<file path="config.mk">
export PLATFORM = sky130hd
export DESIGN_NAME = apb_haptic_driver
export DESIGN_NICKNAME = d
export VERILOG_FILES = /design/src/rtl/haptic_pkg.sv /design/src/rtl/haptic_timer.sv /design/src/rtl/apb_haptic_driver.sv
export SDC_FILE = /design/constraint.sdc
export NUM_CORES = 1
export LEC_CHECK = 0
export ABC_AREA = 1
export CORE_MARGIN = 1
export CORE_UTILIZATION = 50
export DETAILED_ROUTE_END_ITERATION = 7
export GPL_TIMING_DRIVEN = 0
export PLACE_DENSITY_LB_ADDON = 0.1
export SLEW_MARGIN = 20
export SYNTH_ARGS = -nofsm -noshare
export SYNTH_HDL_FRONTEND = slang
export SYNTH_SLANG_ARGS = --single-unit
</file>
<file path="constraint.sdc">
create_clock -name PCLK -period 5.2 [get_ports PCLK]
set_clock_uncertainty 0.2 [all_clocks]
set_input_delay 0.78 -clock PCLK [delete_from_list [all_inputs] [get_ports PCLK]]
set_output_delay 0.78 -clock PCLK [all_outputs]
set_load 0.01 [all_outputs]
</file>
<file path="src/rtl/haptic_pkg.sv">
// Shared definitions for the APB haptic driver: register word offsets,
// CTRL/STATUS bit positions and the burst FSM state encoding.
package haptic_pkg;

    // Word index taken from PADDR[4:2]
    localparam logic [2:0] REG_CTRL   = 3'd0;
    localparam logic [2:0] REG_ON_T   = 3'd1;
    localparam logic [2:0] REG_OFF_T  = 3'd2;
    localparam logic [2:0] REG_BURST  = 3'd3;
    localparam logic [2:0] REG_STATUS = 3'd4;
    localparam logic [2:0] REG_IRQEN  = 3'd5;

    localparam int CTRL_EN    = 0;
    localparam int CTRL_CONT  = 1;
    localparam int CTRL_START = 2;
    localparam int CTRL_STOP  = 3;

    localparam int STAT_BUSY    = 0;
    localparam int STAT_DONE    = 1;
    localparam int STAT_REM_LSB = 8;

    typedef enum logic [1:0] {
        ST_IDLE = 2'd0,
        ST_ON   = 2'd1,
        ST_OFF  = 2'd2
    } state_e;

endpackage

</file>
<file path="src/rtl/haptic_timer.sv">
// Phase timer: loads max(value,1), counts down to 1 and flags expiry on the
// last cycle of the phase; shared by the ON and OFF phases of a pulse.
module haptic_timer #(
    parameter int CNT_W = 24
) (
    input  logic             clk,
    input  logic             rst_n,
    input  logic             clr_i,
    input  logic             load_i,
    input  logic [CNT_W-1:0] val_i,
    output logic             expire_o
);

    logic [CNT_W-1:0] cnt_q, cnt_d;

    always_comb begin
        cnt_d = cnt_q;
        if (clr_i) begin
            cnt_d = '0;
        end else if (load_i) begin
            cnt_d = (val_i == '0) ? CNT_W'(1) : val_i;
        end else if (cnt_q != '0) begin
            cnt_d = cnt_q - CNT_W'(1);
        end
    end

    // NOTE: state registers use non-blocking assignments so every flop samples pre-edge values.
    always_ff @(posedge clk or negedge rst_n) begin
        if (!rst_n) begin
            cnt_q <= '0;
        end else begin
            cnt_q <= cnt_d;
        end
    end

    assign expire_o = (cnt_q == CNT_W'(1));

endmodule

</file>
<file path="src/rtl/apb_haptic_driver.sv">
// APB3 slave that drives the vibration motor with timed ON/OFF pulse bursts.
// Define HAPTIC_IRQ_EN to add the IRQEN register and the burst-done interrupt.
module apb_haptic_driver
    import haptic_pkg::*;
#(
    parameter int CNT_W   = 24,
    parameter int BURST_W = 8
) (
    input  logic        PCLK,
    input  logic        PRESERN,
    input  logic        PSEL,
    input  logic        PENABLE,
    input  logic        PWRITE,
    input  logic [31:0] PADDR,
    input  logic [31:0] PWDATA,
    output logic [31:0] PRDATA,
    output logic        PREADY,
    output logic        PSLVERR,
    output logic        motor,
    output logic        irq
);

    state_e               state_q, state_d;
    logic                 en_q, en_d, cont_q, cont_d, done_q, done_d;
    logic [CNT_W-1:0]     on_t_q, on_t_d, off_t_q, off_t_d;
    logic [CNT_W-1:0]     sh_on_q, sh_on_d, sh_off_q, sh_off_d;
    logic [BURST_W-1:0]   burst_q, burst_d, sh_burst_q, sh_burst_d, rem_q, rem_d;
    logic                 tmr_load, tmr_clr, tmr_expire;
    logic [CNT_W-1:0]     tmr_val;
    logic [31:0]          rdata;
`ifdef HAPTIC_IRQ_EN
    logic                 irqen_q, irqen_d;
`endif

    wire [2:0] reg_idx   = PADDR[4:2];
    wire       wr_en     = PSEL & PENABLE & PWRITE;
    wire       wr_ctrl   = wr_en && (reg_idx == REG_CTRL);
    // Clearing EN through a CTRL write aborts a burst exactly like STOP.
    wire       stop_req  = wr_ctrl & (PWDATA[CTRL_STOP] | ~PWDATA[CTRL_EN]);
    wire       start_req = wr_ctrl & PWDATA[CTRL_START] & PWDATA[CTRL_EN] & ~PWDATA[CTRL_STOP];

    wire       unused_apb = ^{PADDR[31:5], PADDR[1:0], PWDATA};

    function automatic logic [BURST_W-1:0] burst_len(input logic [BURST_W-1:0] b);
        return (b == '0) ? BURST_W'(1) : b;
    endfunction

    haptic_timer #(.CNT_W(CNT_W)) u_timer (
        .clk      (PCLK),
        .rst_n    (PRESERN),
        .clr_i    (tmr_clr),
        .load_i   (tmr_load),
        .val_i    (tmr_val),
        .expire_o (tmr_expire)
    );

    // NOTE: every always_comb output gets a default first, so no path can infer a latch.
    always_comb begin
        state_d    = state_q;
        en_d       = en_q;
        cont_d     = cont_q;
        done_d     = done_q;
        on_t_d     = on_t_q;
        off_t_d    = off_t_q;
        burst_d    = burst_q;
        sh_on_d    = sh_on_q;
        sh_off_d   = sh_off_q;
        sh_burst_d = sh_burst_q;
        rem_d      = rem_q;
        tmr_load   = 1'b0;
        tmr_clr    = 1'b0;
        tmr_val    = sh_on_q;
`ifdef HAPTIC_IRQ_EN
        irqen_d    = irqen_q;
`endif

        if (wr_en) begin
            case (reg_idx)
                REG_CTRL: begin
                    en_d   = PWDATA[CTRL_EN];
                    cont_d = PWDATA[CTRL_CONT];
                end
                REG_ON_T:   on_t_d  = PWDATA[CNT_W-1:0];
                REG_OFF_T:  off_t_d = PWDATA[CNT_W-1:0];
                REG_BURST:  burst_d = PWDATA[BURST_W-1:0];
                REG_STATUS: if (PWDATA[STAT_DONE]) done_d = 1'b0;
`ifdef HAPTIC_IRQ_EN
                REG_IRQEN:  irqen_d = PWDATA[0];
`endif
                default: ;
            endcase
        end

        if ((state_q != ST_IDLE) && stop_req) begin
            state_d = ST_IDLE;
            rem_d   = '0;
            tmr_clr = 1'b1;
        end else begin
            case (state_q)
                ST_IDLE: begin
                    if (start_req) begin
                        sh_on_d    = on_t_q;
                        sh_off_d   = off_t_q;
                        sh_burst_d = burst_q;
                        rem_d      = burst_len(burst_q);
                        done_d     = 1'b0;
                        state_d    = ST_ON;
                        tmr_load   = 1'b1;
                        tmr_val    = on_t_q;
                    end
                end
                ST_ON: begin
                    if (tmr_expire) begin
                        state_d  = ST_OFF;
                        tmr_load = 1'b1;
                        tmr_val  = sh_off_q;
                    end
                end
                ST_OFF: begin
                    if (tmr_expire) begin
                        if (rem_q == BURST_W'(1) && !cont_q) begin
                            rem_d   = '0;
                            state_d = ST_IDLE;
                            done_d  = 1'b1;
                        end else begin
                            rem_d    = (rem_q == BURST_W'(1)) ? burst_len(sh_burst_q)
                                                              : rem_q - BURST_W'(1);
                            state_d  = ST_ON;
                            tmr_load = 1'b1;
                            tmr_val  = sh_on_q;
                        end
                    end
                end
                default: state_d = ST_IDLE;
            endcase
        end
    end

    always_ff @(posedge PCLK or negedge PRESERN) begin
        if (!PRESERN) begin
            state_q    <= ST_IDLE;
            en_q       <= 1'b0;
            cont_q     <= 1'b0;
            done_q     <= 1'b0;
            on_t_q     <= '0;
            off_t_q    <= '0;
            burst_q    <= '0;
            sh_on_q    <= '0;
            sh_off_q   <= '0;
            sh_burst_q <= '0;
            rem_q      <= '0;
        end else begin
            state_q    <= state_d;
            en_q       <= en_d;
            cont_q     <= cont_d;
            done_q     <= done_d;
            on_t_q     <= on_t_d;
            off_t_q    <= off_t_d;
            burst_q    <= burst_d;
            sh_on_q    <= sh_on_d;
            sh_off_q   <= sh_off_d;
            sh_burst_q <= sh_burst_d;
            rem_q      <= rem_d;
        end
    end

`ifdef HAPTIC_IRQ_EN
    always_ff @(posedge PCLK or negedge PRESERN) begin
        if (!PRESERN) begin
            irqen_q <= 1'b0;
        end else begin
            irqen_q <= irqen_d;
        end
    end

    assign irq = done_q & irqen_q;
`else
    assign irq = 1'b0;
`endif

    always_comb begin
        rdata = '0;
        if (PSEL && !PWRITE) begin
            case (reg_idx)
                REG_CTRL: begin
                    rdata[CTRL_EN]   = en_q;
                    rdata[CTRL_CONT] = cont_q;
                end
                REG_ON_T:  rdata[CNT_W-1:0]   = on_t_q;
                REG_OFF_T: rdata[CNT_W-1:0]   = off_t_q;
                REG_BURST: rdata[BURST_W-1:0] = burst_q;
                REG_STATUS: begin
                    rdata[STAT_BUSY]               = (state_q != ST_IDLE);
                    rdata[STAT_DONE]               = done_q;
                    rdata[STAT_REM_LSB +: BURST_W] = rem_q;
                end
`ifdef HAPTIC_IRQ_EN
                REG_IRQEN: rdata[0] = irqen_q;
`endif
                default: ;
            endcase
        end
    end

    assign PRDATA  = rdata;
    assign PREADY  = 1'b1;
    assign PSLVERR = 1'b0;
    assign motor   = (state_q == ST_ON);

endmodule

</file>
==> results.md <==
* Status: finished, final reports clean
* Initial DRC count at 681
* Maximum vdd drop at 320 uV
* FP Rows at 45
* Cts bufs inserted at 17
* Design area at 0.00951 mm^2
* Worst min-delay path category: in2async
* Total track usage at 31.0%
* Crit share post-route at 88.4%
* Number of port buffers at 56
* Critical Path RT at 4.22 ns
* Min Tclk post-route at 4.60 ns
* Finished Core Util at 61.9%
* Slew @ Worst Pin at 0.985 ns
* Num Clock Sinks at 149
* Initial Utilization at 51.7%
* Vias in the first global route at 7134
* Ant. Diodes at 0
* H-Tree Depth at 4
* Setup crit end kind: primary output
* Via density at 5.43
* PnR worst setup slack at 0.603 ns
* Placed Area at 0.00884 mm^2
* Gpl congestion at 0.904
* Post-synth EDFFs at 0
* DP Wirelength at 16.7 mm
* Setup crit start kind: input pin
* Syn-to-layout area delta at 19.6%
* Post-synthesis sequential area ratio at 46.9%
* Syn Inst Count at 1059
* RSZ-0062 raised after global routing: no
* Post-CTS Setup Bufs at 0
* Post-route ant nets at 0
* Synth cell types at 46
* Drt first pass iters at 6
* Final setup violating endpoints at 0
* Global-route wire length before repair at 38.0 mm
* Core ar. at 0.0154 mm^2
* Critical path's slowest cell: nor3_1
* Synth warnings at 0
* Cell total after placement at 1336
* I/O Pins at 105
* Fin nets at 1218
* Crit path DAT at 3.62 ns
* Die footprint at 0.0164 mm^2
* Post_cts resized at 0
* Vias at 7423
* Critical-path cell list: clkdlybuf4s50_1 -> inv_1 -> nor3_1 -> clkbuf_1 -> a22oi_1 -> a21oi_1 -> clkdlybuf4s50_1
* Seq cells post-synth at 149
* Pwr/cell area at 401 mW/mm^2
* Wirelength, routed at 23.3 mm
* TritonCTS clock tree: yes
* Largest net degree at the start of global routing at 100
* # DRC at 0
* Primary FF master, synth: dfrtp_1
* Pins over their slew limit at 0
* F_max at 218 MHz
* Post-synthesis cell area at 0.00795 mm^2
* Clock Pin Slew Worst Setup and Hold Paths at 0.06 ns
* Slew headroom at 33.9%
* Max cap viols at 0
* CTS Root Buffer Type: clkbuf_16
* Post-Layout Cell Count at 1368
* Worst-Skew Late Latency at 0.44 ns
* Crit Path Max Fanout at 10
* Hold Fails Final Rpt at 0
* DIE HEIGHT at 128 um
* Async S/R FF share, synth at 100%
* Hold-fix buffers, CTS at 0
* Routed length per placed instance at 17.1 um
* Lkg Pwr at 4.88 nW
* CP dominant cell by count: clkdlybuf4s50_1
* Synth Area per Inst at 7.51 um^2
* Total gr overflow at 0
* CP Class: in2out
* Share of layout cells above drive strength 1 at 8.47%
* FILL cells at 1427
* Clock tree buffer depth at 2
* Worst slack, placed at 0.666 ns
* Die Width at 128 um
* Initial antenna violation count at 0
* Max incr delay on CP at 0.75 ns
-- through the flow --
| stage | hold slack [ns] | total power [mW] | TNS, ns |
|---|---|---|---|
| finish | 0.0340 | 3.82 | 0 |
| global route | 0.0711 | 4.01 | 0 |
| CTS | 0.0583 | 3.81 | 0 |
| detailed placement | 0.266 | 2.41 | 0 |
| global placement | 0.263 | 2.39 | -443.70 |
| floorplan | 0.249 | 2.10 | 0 |
-- cell usage after synthesis, types with 3 or more instances --
| library cell | n | area [um^2] |
|---|---|---|
| nor2_2 | 5 | 31.3 |
| a21oi_1 | 38 | 190 |
| nand2_2 | 10 | 62.6 |
| a311oi_1 | 4 | 35.0 |
| buf_6 | 5 | 56.3 |
| o211ai_1 | 7 | 52.6 |
| inv_1 | 81 | 304 |
| o22ai_1 | 10 | 62.6 |
| nand4_1 | 6 | 37.5 |
| nor2_4 | 4 | 45.0 |
| ha_1 | 5 | 62.6 |
| a22oi_1 | 9 | 67.6 |
| nand2_1 | 424 | 1590 |
| clkbuf_1 | 25 | 93.8 |
| dfrtp_1 | 149 | 3730 |
| a31oi_1 | 6 | 37.5 |
| a221oi_1 | 3 | 26.3 |
| o21ai_1 | 3 | 15.0 |
| xor2_1 | 12 | 105 |
| nor2_1 | 60 | 225 |
| nand3_1 | 40 | 200 |
| inv_2 | 10 | 37.5 |
| nor3_1 | 8 | 40.0 |
| xnor2_1 | 7 | 61.3 |
| o21ai_0 | 83 | 415 |
| buf_4 | 14 | 105 |
| buf_2 | 5 | 25.0 |
-- critical path: cells and delay by family --
kind	cells	cell delay, ns
simple gates	1	0.75
buf+inv	4	1.66
compound gates	2	0.42
-- routing by layer --
| metal | share of wire, % | track usage [%] | vias up |
|---|---|---|---|
| met2 | 45 | 48.0 | 292 |
| met1 | 44 | 41.1 | 3537 |
| met4 | 2.6 | 12.5 | 0 |
| met3 | 8.2 | 8.39 | 45 |
| met5 | 0 | 0 | - |
| li1 | - | - | 3549 |
-- sequential cells by signal, indices dropped and copies added, names as in the netlist --
register,count
off_t_q,24
sh_off_q,24
burst_q,8
rem_q,8
done_q,1
cont_q,1
sh_burst_q,8
sh_on_q,24
on_t_q,24
u_timer.cnt_q,24
en_q,1
state_q,2
-- cell usage in the layout, fill, tap and decap left out, drive strengths merged, types with 6 or more instances in the layout --
cell	n
xnor2	7
nand3	41
nand4	6
a31oi	6
o21ai	87
a22oi	9
o211ai	7
nand2	435
o22ai	10
nor2	70
xor2	12
buf	28
clkbuf	44
nor3	11
inv	96
clkdlybuf4s50	55
a21oi	39
conb	11
dfrtp	149
-- final timing paths --
path | startpoint | end | slack (ns) | depth (start not counted)
worst max-delay path | PADDR[2] | PRDATA[0] | 0.60 | 7
worst min-delay path | PRESERN | rem_q[2] | 0.03 | 1
worst max register to register | rem_q[1] | u_timer.cnt_q[1] | 2.52 | 14
worst min register to register | sh_on_q[4] | sh_on_q[4] | 0.28 | 2
max in group asynchronous | PRESERN | off_t_q[21] | 3.94 | 2
min in group PCLK | sh_on_q[4] | sh_on_q[4] | 0.28 | 2
-- power breakdown --
group,total [mW],internal [mW],switching (mW)
logic,0.881,0.326,0.554
registers,1.53,1.34,0.189
clock network,1.41,0.886,0.522
total,3.82,2.55,1.26
-- area by class of cell --
class,count,area (um^2),share of cell area (%)
plain buffers,51,288,3.03
clock buffers,19,453,4.76
clock inverters,13,216,2.28
inverters,93,349,3.67
multi-input cells,775,3620,38.0
flip-flops and latches,149,3730,39.2
well taps,211,264,2.78
repair buffers,57,593,6.24
-- cells by family (layout without fill, tap and decap cells) --
| group | after synthesis | count (layout) | share of synthesized area (%) |
|---|---|---|---|
| flip-flops | 149 | 149 | 46.9 |
| adder cells (fa/ha/maj) | 5 | 5 | 0.787 |
| AND/OR/NAND/NOR | 570 | 570 | 29.8 |
| XOR/XNOR | 19 | 19 | 2.09 |
| AO/OA/AOI/OAI | 170 | 170 | 12.3 |
| buffers and inverters | 144 | 233 | 8.01 |
| other | 2 | 11 | 0.0945 |
Note: power is estimated with default switching activity, not from simulation.
